## config.mk

```make
export PLATFORM = sky130hd
export DESIGN_NAME = llc_bus_responder
export DESIGN_NICKNAME = d
export VERILOG_FILES = /design/src/rtl/llc_bus_responder_pkg.sv /design/src/rtl/llc_bus_responder_sat.sv /design/src/rtl/llc_bus_responder.sv
export SDC_FILE = /design/constraint.sdc
export NUM_CORES = 1
export LEC_CHECK = 0
export CORE_AREA = 2 2 140 108
export DETAILED_ROUTE_END_ITERATION = 6
export DIE_AREA = 0 0 142 110
export GPL_TIMING_DRIVEN = 0
export PLACE_DENSITY_LB_ADDON = 0.05
export SLEW_MARGIN = 20
export SYNTH_ARGS = -nofsm -noshare
export SYNTH_HDL_FRONTEND = slang
export SYNTH_HIERARCHICAL = 1
export SYNTH_SLANG_ARGS = --single-unit
```

## constraint.sdc

```tcl
create_clock -name clk -period 5.8 [get_ports clk]
set_clock_uncertainty 0.1 [all_clocks]
set_input_delay 0.58 -clock clk [delete_from_list [all_inputs] [get_ports clk]]
set_output_delay 0.58 -clock clk [all_outputs]
set_load 0.02 [all_outputs]
```

## src/rtl/llc_bus_responder_pkg.sv

```systemverilog
// Shared encodings for the LLC system-bus agent: bus operations, snoop results,
// line geometry, responder FSM states and the snoop model used by the responder.
package llc_bus_responder_pkg;

  localparam logic [2:0] BUS_READ       = 3'd1;
  localparam logic [2:0] BUS_WRITE      = 3'd2;
  localparam logic [2:0] BUS_INVALIDATE = 3'd3;
  localparam logic [2:0] BUS_RWIM       = 3'd4;

  localparam int LINE_BYTES = 64;
  localparam int BUS_BYTES  = 8;

  typedef enum logic [1:0] {
    NOHIT = 2'd0,
    HIT   = 2'd1,
    HITM  = 2'd2
  } snoop_result_t;

  typedef enum logic [2:0] {
    IDLE,
    SNOOP,
    WB,
    DATA,
    DONE
  } bus_state_t;

  // The other caches' snoop outcome is modelled from the two low address bits.
  function automatic snoop_result_t snoop_from_addr(input logic [1:0] addrLow);
    snoop_result_t res;
    case (addrLow)
      2'b00:   res = HIT;
      2'b01:   res = HITM;
      default: res = NOHIT;
    endcase
    return res;
  endfunction

  function automatic logic op_is_valid(input logic [2:0] op);
    return (op == BUS_READ) || (op == BUS_WRITE) ||
           (op == BUS_INVALIDATE) || (op == BUS_RWIM);
  endfunction

endpackage

```

## src/rtl/llc_bus_responder_sat.sv

```systemverilog
// Per-operation transaction counter that sticks at all-ones instead of wrapping.
module llc_sat_counter #(
  parameter int CNT_W = 32
) (
  input  logic             clk,
  input  logic             clear_i,
  input  logic             inc_i,
  output logic [CNT_W-1:0] count_o
);

  logic [CNT_W-1:0] count_q;
  logic [CNT_W-1:0] count_d;

  // Next count: clear wins, otherwise step unless already saturated.
  always_comb begin
    count_d = count_q;
    if (clear_i) begin
      count_d = '0;
    end else if (inc_i && (count_q != {CNT_W{1'b1}})) begin
      count_d = count_q + 1'b1;
    end
  end

  // Count register.
  always_ff @(posedge clk) begin
    count_q <= count_d;
  end

  assign count_o = count_q;

endmodule

```

## src/rtl/llc_bus_responder.sv

```systemverilog
// Bus-side agent for the LLC: accepts one transaction, reports the snoop result
// after a fixed latency, models an owner writeback when needed, streams the line
// data beats and acknowledges. Keeps saturating completion counts per operation.
module llc_bus_responder
  import llc_bus_responder_pkg::*;
#(
  parameter int SNOOP_LAT  = 2,
  parameter int LINE_BEATS = LINE_BYTES / BUS_BYTES,
  parameter int CNT_W      = 32
) (
  input  logic             clk,
  input  logic             rst_n,
  input  logic             bus_req,
  input  logic [2:0]       bus_op,
  input  logic [31:0]      bus_addr,
  output logic             snoop_valid,
  output logic [1:0]       snoop_result,
  output logic             data_valid,
  output logic             bus_ack,
  output logic             bus_busy,
  output logic             err_op,
  output logic             abort,
  output logic [CNT_W-1:0] rd_cnt,
  output logic [CNT_W-1:0] wr_cnt,
  output logic [CNT_W-1:0] inv_cnt,
  output logic [CNT_W-1:0] rwim_cnt
);

  localparam int MAX_WAIT = (SNOOP_LAT > LINE_BEATS) ? SNOOP_LAT : LINE_BEATS;
  localparam int CW       = $clog2(MAX_WAIT) + 1;
  localparam logic [CW-1:0] SNOOP_LAST = CW'(SNOOP_LAT - 1);
  localparam logic [CW-1:0] BEAT_LAST  = CW'(LINE_BEATS - 1);

  bus_state_t    state_q, state_d;
  logic [CW-1:0] cnt_q, cnt_d;
  logic [2:0]    op_q, op_d;
  logic [31:0]   addr_q, addr_d;

  logic          snoopValid_q, snoopValid_d;
  snoop_result_t snoopResult_q, snoopResult_d;
  logic          dataValid_q, dataValid_d;
  logic          busAck_q, busAck_d;
  logic          busBusy_q, busBusy_d;
  logic          errOp_q, errOp_d;
  logic          abort_q, abort_d;

  logic          abortHit;
  logic          needWb;
  logic          incRd, incWr, incInv, incRwim;
  logic          unusedAddrBits;

  // A writeback only happens when another cache holds the line modified and the
  // LLC is about to read it; a WRITE already owns the data it is sending.
  assign needWb = (snoop_from_addr(addr_q[1:0]) == HITM) &&
                  ((op_q == BUS_READ) || (op_q == BUS_RWIM));

  // Next-state logic: phase sequencing, shared latency/beat counter, abort detection.
  always_comb begin
    state_d  = state_q;
    cnt_d    = cnt_q;
    op_d     = op_q;
    addr_d   = addr_q;
    abortHit = 1'b0;
    case (state_q)
      IDLE: begin
        if (bus_req) begin
          op_d    = bus_op;
          addr_d  = bus_addr;
          cnt_d   = '0;
          state_d = op_is_valid(bus_op) ? SNOOP : DONE;
        end
      end
      SNOOP: begin
        if (!bus_req) begin
          abortHit = 1'b1;
          cnt_d    = '0;
          state_d  = IDLE;
        end else if (cnt_q == SNOOP_LAST) begin
          cnt_d = '0;
          if (op_q == BUS_INVALIDATE) begin
            state_d = DONE;
          end else if (needWb) begin
            state_d = WB;
          end else begin
            state_d = DATA;
          end
        end else begin
          cnt_d = cnt_q + 1'b1;
        end
      end
      WB: begin
        if (!bus_req) begin
          abortHit = 1'b1;
          cnt_d    = '0;
          state_d  = IDLE;
        end else if (cnt_q == BEAT_LAST) begin
          cnt_d   = '0;
          state_d = DATA;
        end else begin
          cnt_d = cnt_q + 1'b1;
        end
      end
      DATA: begin
        if (!bus_req) begin
          abortHit = 1'b1;
          cnt_d    = '0;
          state_d  = IDLE;
        end else if (cnt_q == BEAT_LAST) begin
          cnt_d   = '0;
          state_d = DONE;
        end else begin
          cnt_d = cnt_q + 1'b1;
        end
      end
      DONE: begin
        state_d = IDLE;
      end
      default: begin
        cnt_d   = '0;
        state_d = IDLE;
      end
    endcase
  end

  // Output next values; all pulses are registered so they appear the cycle after their cause.
  always_comb begin
    snoopValid_d  = (state_q == SNOOP) && (cnt_q == SNOOP_LAST) && bus_req;
    snoopResult_d = snoopValid_d ? snoop_from_addr(addr_q[1:0]) : snoopResult_q;
    dataValid_d   = (state_q == DATA) && bus_req;
    busAck_d      = (state_q == DONE);
    errOp_d       = (state_q == DONE) && !op_is_valid(op_q);
    abort_d       = abortHit;
    busBusy_d     = (state_d != IDLE);
  end

  // State, latched transaction and output registers with synchronous reset.
  always_ff @(posedge clk) begin
    if (!rst_n) begin
      state_q       <= IDLE;
      cnt_q         <= '0;
      op_q          <= '0;
      addr_q        <= '0;
      snoopValid_q  <= 1'b0;
      snoopResult_q <= NOHIT;
      dataValid_q   <= 1'b0;
      busAck_q      <= 1'b0;
      busBusy_q     <= 1'b0;
      errOp_q       <= 1'b0;
      abort_q       <= 1'b0;
    end else begin
      state_q       <= state_d;
      cnt_q         <= cnt_d;
      op_q          <= op_d;
      addr_q        <= addr_d;
      snoopValid_q  <= snoopValid_d;
      snoopResult_q <= snoopResult_d;
      dataValid_q   <= dataValid_d;
      busAck_q      <= busAck_d;
      busBusy_q     <= busBusy_d;
      errOp_q       <= errOp_d;
      abort_q       <= abort_d;
    end
  end

  // Counts step on the same edge that raises bus_ack; unknown ops count nowhere.
  assign incRd   = (state_q == DONE) && (op_q == BUS_READ);
  assign incWr   = (state_q == DONE) && (op_q == BUS_WRITE);
  assign incInv  = (state_q == DONE) && (op_q == BUS_INVALIDATE);
  assign incRwim = (state_q == DONE) && (op_q == BUS_RWIM);

  llc_sat_counter #(.CNT_W(CNT_W)) uRdCnt (
    .clk     (clk),
    .clear_i (!rst_n),
    .inc_i   (incRd),
    .count_o (rd_cnt)
  );

  llc_sat_counter #(.CNT_W(CNT_W)) uWrCnt (
    .clk     (clk),
    .clear_i (!rst_n),
    .inc_i   (incWr),
    .count_o (wr_cnt)
  );

  llc_sat_counter #(.CNT_W(CNT_W)) uInvCnt (
    .clk     (clk),
    .clear_i (!rst_n),
    .inc_i   (incInv),
    .count_o (inv_cnt)
  );

  llc_sat_counter #(.CNT_W(CNT_W)) uRwimCnt (
    .clk     (clk),
    .clear_i (!rst_n),
    .inc_i   (incRwim),
    .count_o (rwim_cnt)
  );

  // The full address is latched for the transaction record; only the low bits drive the snoop model.
  assign unusedAddrBits = ^addr_q[31:2];

  assign snoop_valid  = snoopValid_q;
  assign snoop_result = snoopResult_q;
  assign data_valid   = dataValid_q;
  assign bus_ack      = busAck_q;
  assign bus_busy     = busBusy_q;
  assign err_op       = errOp_q;
  assign abort        = abort_q;

endmodule

```

==> results.yml <==
finish:
  antenna_cells: 0
  area_delta_synth_final_pct: 28.8
  regArea_um2: 2960
  layoutNonFillerInstCount: 1256
  final_common_cell: "dfxtp_1"
  finalInstanceArea_um2: 9840
  finalNetCount: 1108
  layout_common_cells: "dfxtp_1, clkdlybuf4s50_1, a21oi_1"
  multi_input_area_um2: 4440
  drive_gt1_share_pct: 7.81
  fillers: 1217
routing:
  vias: 7838
  finalWirelength_um: 21200
  route.detailed.drc: 0
  drt-pass1-iter-count: 5
  routed_via_density: 6.24
  wl_per_cell_um: 16.9
  ant_nets: 0
  drtIter0Drc: 664
sta:
  finalSetupTns_ps: 0
  period_share_pct: 65.8
  post-route-min-period_ps: 3820
  worst_slew_pin_slew_ps: 753
  slew_viol_final: 0
  finalHoldViolations: 0
  rsz0062_at_grt: "false"
  fmaxAchievable_mhz: 262
  relSlewSlack_pct: 49.4
  setup_viol_count_final: 0
place:
  gp_congestion: 0.898
  dp_cells: 1225
  hpwl_um: 14700
  portBuffers: 143
  placed_area_um2: 9290
worst_setup_path:
  slowest_stage: "nor3b_1"
  path_cells: "buf_4 > nor2_2 > nand2_1 > nor3b_1 > nand4_1 > nor4_2 > nand4_1 > nor4_1 > mux2_2"
  critPathArrivalTime_ps: 4030
  crit_top_cell: "nand4_1"
  start_kind: "flip-flop"
  cp_data_required_time_ps: 6010
  cp_slowest_stage_delay_ps: 670
  cp_max_fo: 10
  critPathCaptureType: "flip-flop"
  path_class: "flip-flop to flip-flop"
global_routing:
  grt_pass1_vias: 6814
  grt-ovfl-total: 0
  grt_use_met3_pct: 5.79
  grt_pass1_wl_um: 34500
  track_usage_pct: 27.3
  antenna_found_initial: 0
  grt_max_degree: 17
  use_met1_pct: 39.7
  grt_use_met2_pct: 40.6
  grt.busiest_layer: "met2"
yosys:
  seq_area_frac_synth_pct: 38.8
  ys_async_sr_fraction_pct: 0
  synth_edf_count: 0
  ys_warn_count: 6
  yosys_register_bits: 148
  synth_cells: 902
  synthFlopType: "dfxtp_1"
  syn_nets: 946
  yosysUniqueCellTypes: 53
  synth_area_um2: 7630
  avgSynthCellArea_um2: 8.46
clock_tree:
  cts_htree_levels: 4
  root_buffer: "clkbuf_16"
  cts.sinks: 148
  clkTransAtPathRegs_ps: 60
  cts_buffer_depth: 2
  hold_buffers: 0
  cts_buffers: 17
  clkLatencyLatePin_ps: 420
  post_cts_buffers: 0
  cts_tree: "done"
  cts-resized-gates: 0
die:
  io_pins: 174
  start_util_pct: 53.7
  row_count: 38
  die-area_um2: 15600
  core_area_um2: 14200
  fp.dieH_um: 110
  die_x_um: 142
pwr:
  peakVddDrop_mv: 0.213
  cellPowerDensity_nw_per_um2: 213
  p_leak_uw: 0.00293
status:
  status: "complete, no violations"
min_path:
  hold_class: "flip-flop to flip-flop"
job:
  max_cap_violations: 0
## power by group
part	internal [uW]	switching (uW)	leakage [uW]
registers	1020	4.40	0.00119
logic	20.3	38.5	0.00148
clock network	585	426	0.000260
total	1630	469	0.00293
## layer usage
layer | part of all wire (%) | up-vias
met5 | 0 | -
met1 | 48 | 3719
li1 | - | 3775
met2 | 43 | 317
met4 | 1.5 | 0
met3 | 7.1 | 27
## path summary, 6_finish.rpt
kind / from / to / slack [ps] / cells past startpoint
max: state_q[1] / uRdCnt/count_o[31] / 1980 / 9
min: snoop_result[0] / snoop_result[0] / 370 / 2
max reg2reg: state_q[1] / uRdCnt/count_o[31] / 1980 / 9
min reg2reg: snoop_result[0] / snoop_result[0] / 370 / 2
## cells in the mapped netlist, types with 6 or more instances
cell type	number	share of area (%)
a21oi_1	95	6.2
or3_1	43	3.5
nand2_1	49	2.4
dfxtp_1	148	39
mux2i_1	10	1.3
clkbuf_1	32	1.6
and3_1	13	1.1
inv_1	11	0.54
o21ai_0	38	2.5
nor3b_1	9	0.89
or4_1	48	4.7
a2111oi_0	9	1.0
nor3_1	13	0.85
nor2_1	68	3.3
o31ai_1	48	4.7
xnor2_1	26	3.0
buf_2	13	0.85
nor4_1	17	1.4
nand3_1	57	3.7
ha_1	6	0.98
nand4_1	40	3.3
and4_1	16	1.8
nor2b_1	10	0.82
## layout make-up
type,count,area share (%)
Sequential cell,148,30.1
Timing Repair Buffer,143,14.6
Tap cell,180,2.29
Clock buffer,22,4.92
Clock inverter,9,0.560
Buffer,47,2.00
Multi-Input combinational cell,696,45.1
Inverter,11,0.420
## worst max-delay path, delay by kind of cell (launching register included)
kind	cells	cell delay (ps)
flops	1	330
buf+inv	1	180
simple gates	7	2740
mux	1	370
## cells by family (layout without fill, tap and decap cells)
group / after synthesis / after routing / share of synthesized area [%]
AO/OA/AOI/OAI: 214 / 214 / 17.9
XOR/XNOR: 30 / 30 / 3.44
adder cells (fa/ha/maj): 6 / 6 / 0.983
buffers and inverters: 58 / 232 / 3.11
flip-flops: 148 / 148 / 38.8
multiplexers: 18 / 18 / 2.49
AND/OR/NAND/NOR: 428 / 428 / 33.3
## flip-flops by register name, summed over array words and instances, names as in the netlist
register,flops
op_q,3
addr_q,2
uRwimCnt/count_o,32
uWrCnt/count_o,32
err_op,1
state_q,3
bus_busy,1
uInvCnt/count_o,32
bus_ack,1
abort,1
snoop_valid,1
cnt_q,4
snoop_result,2
uRdCnt/count_o,32
data_valid,1
## through the flow
| step | util, % | total power, uW | setup WS, ps | hold slack, ps |
|---|---|---|---|---|
| global placement | 65.3 | 1110 | 1730 | 345 |
| detailed placement | 65.3 | 1110 | 1660 | 360 |
| CTS | 69.1 | 2110 | 1670 | 367 |
| floorplan | - | 1080 | 2570 | 327 |
| finish | 69.2 | 2100 | 1980 | 369 |
| global route | 69.2 | 2160 | 1650 | 403 |
Note: power is estimated with default switching activity, not from simulation.
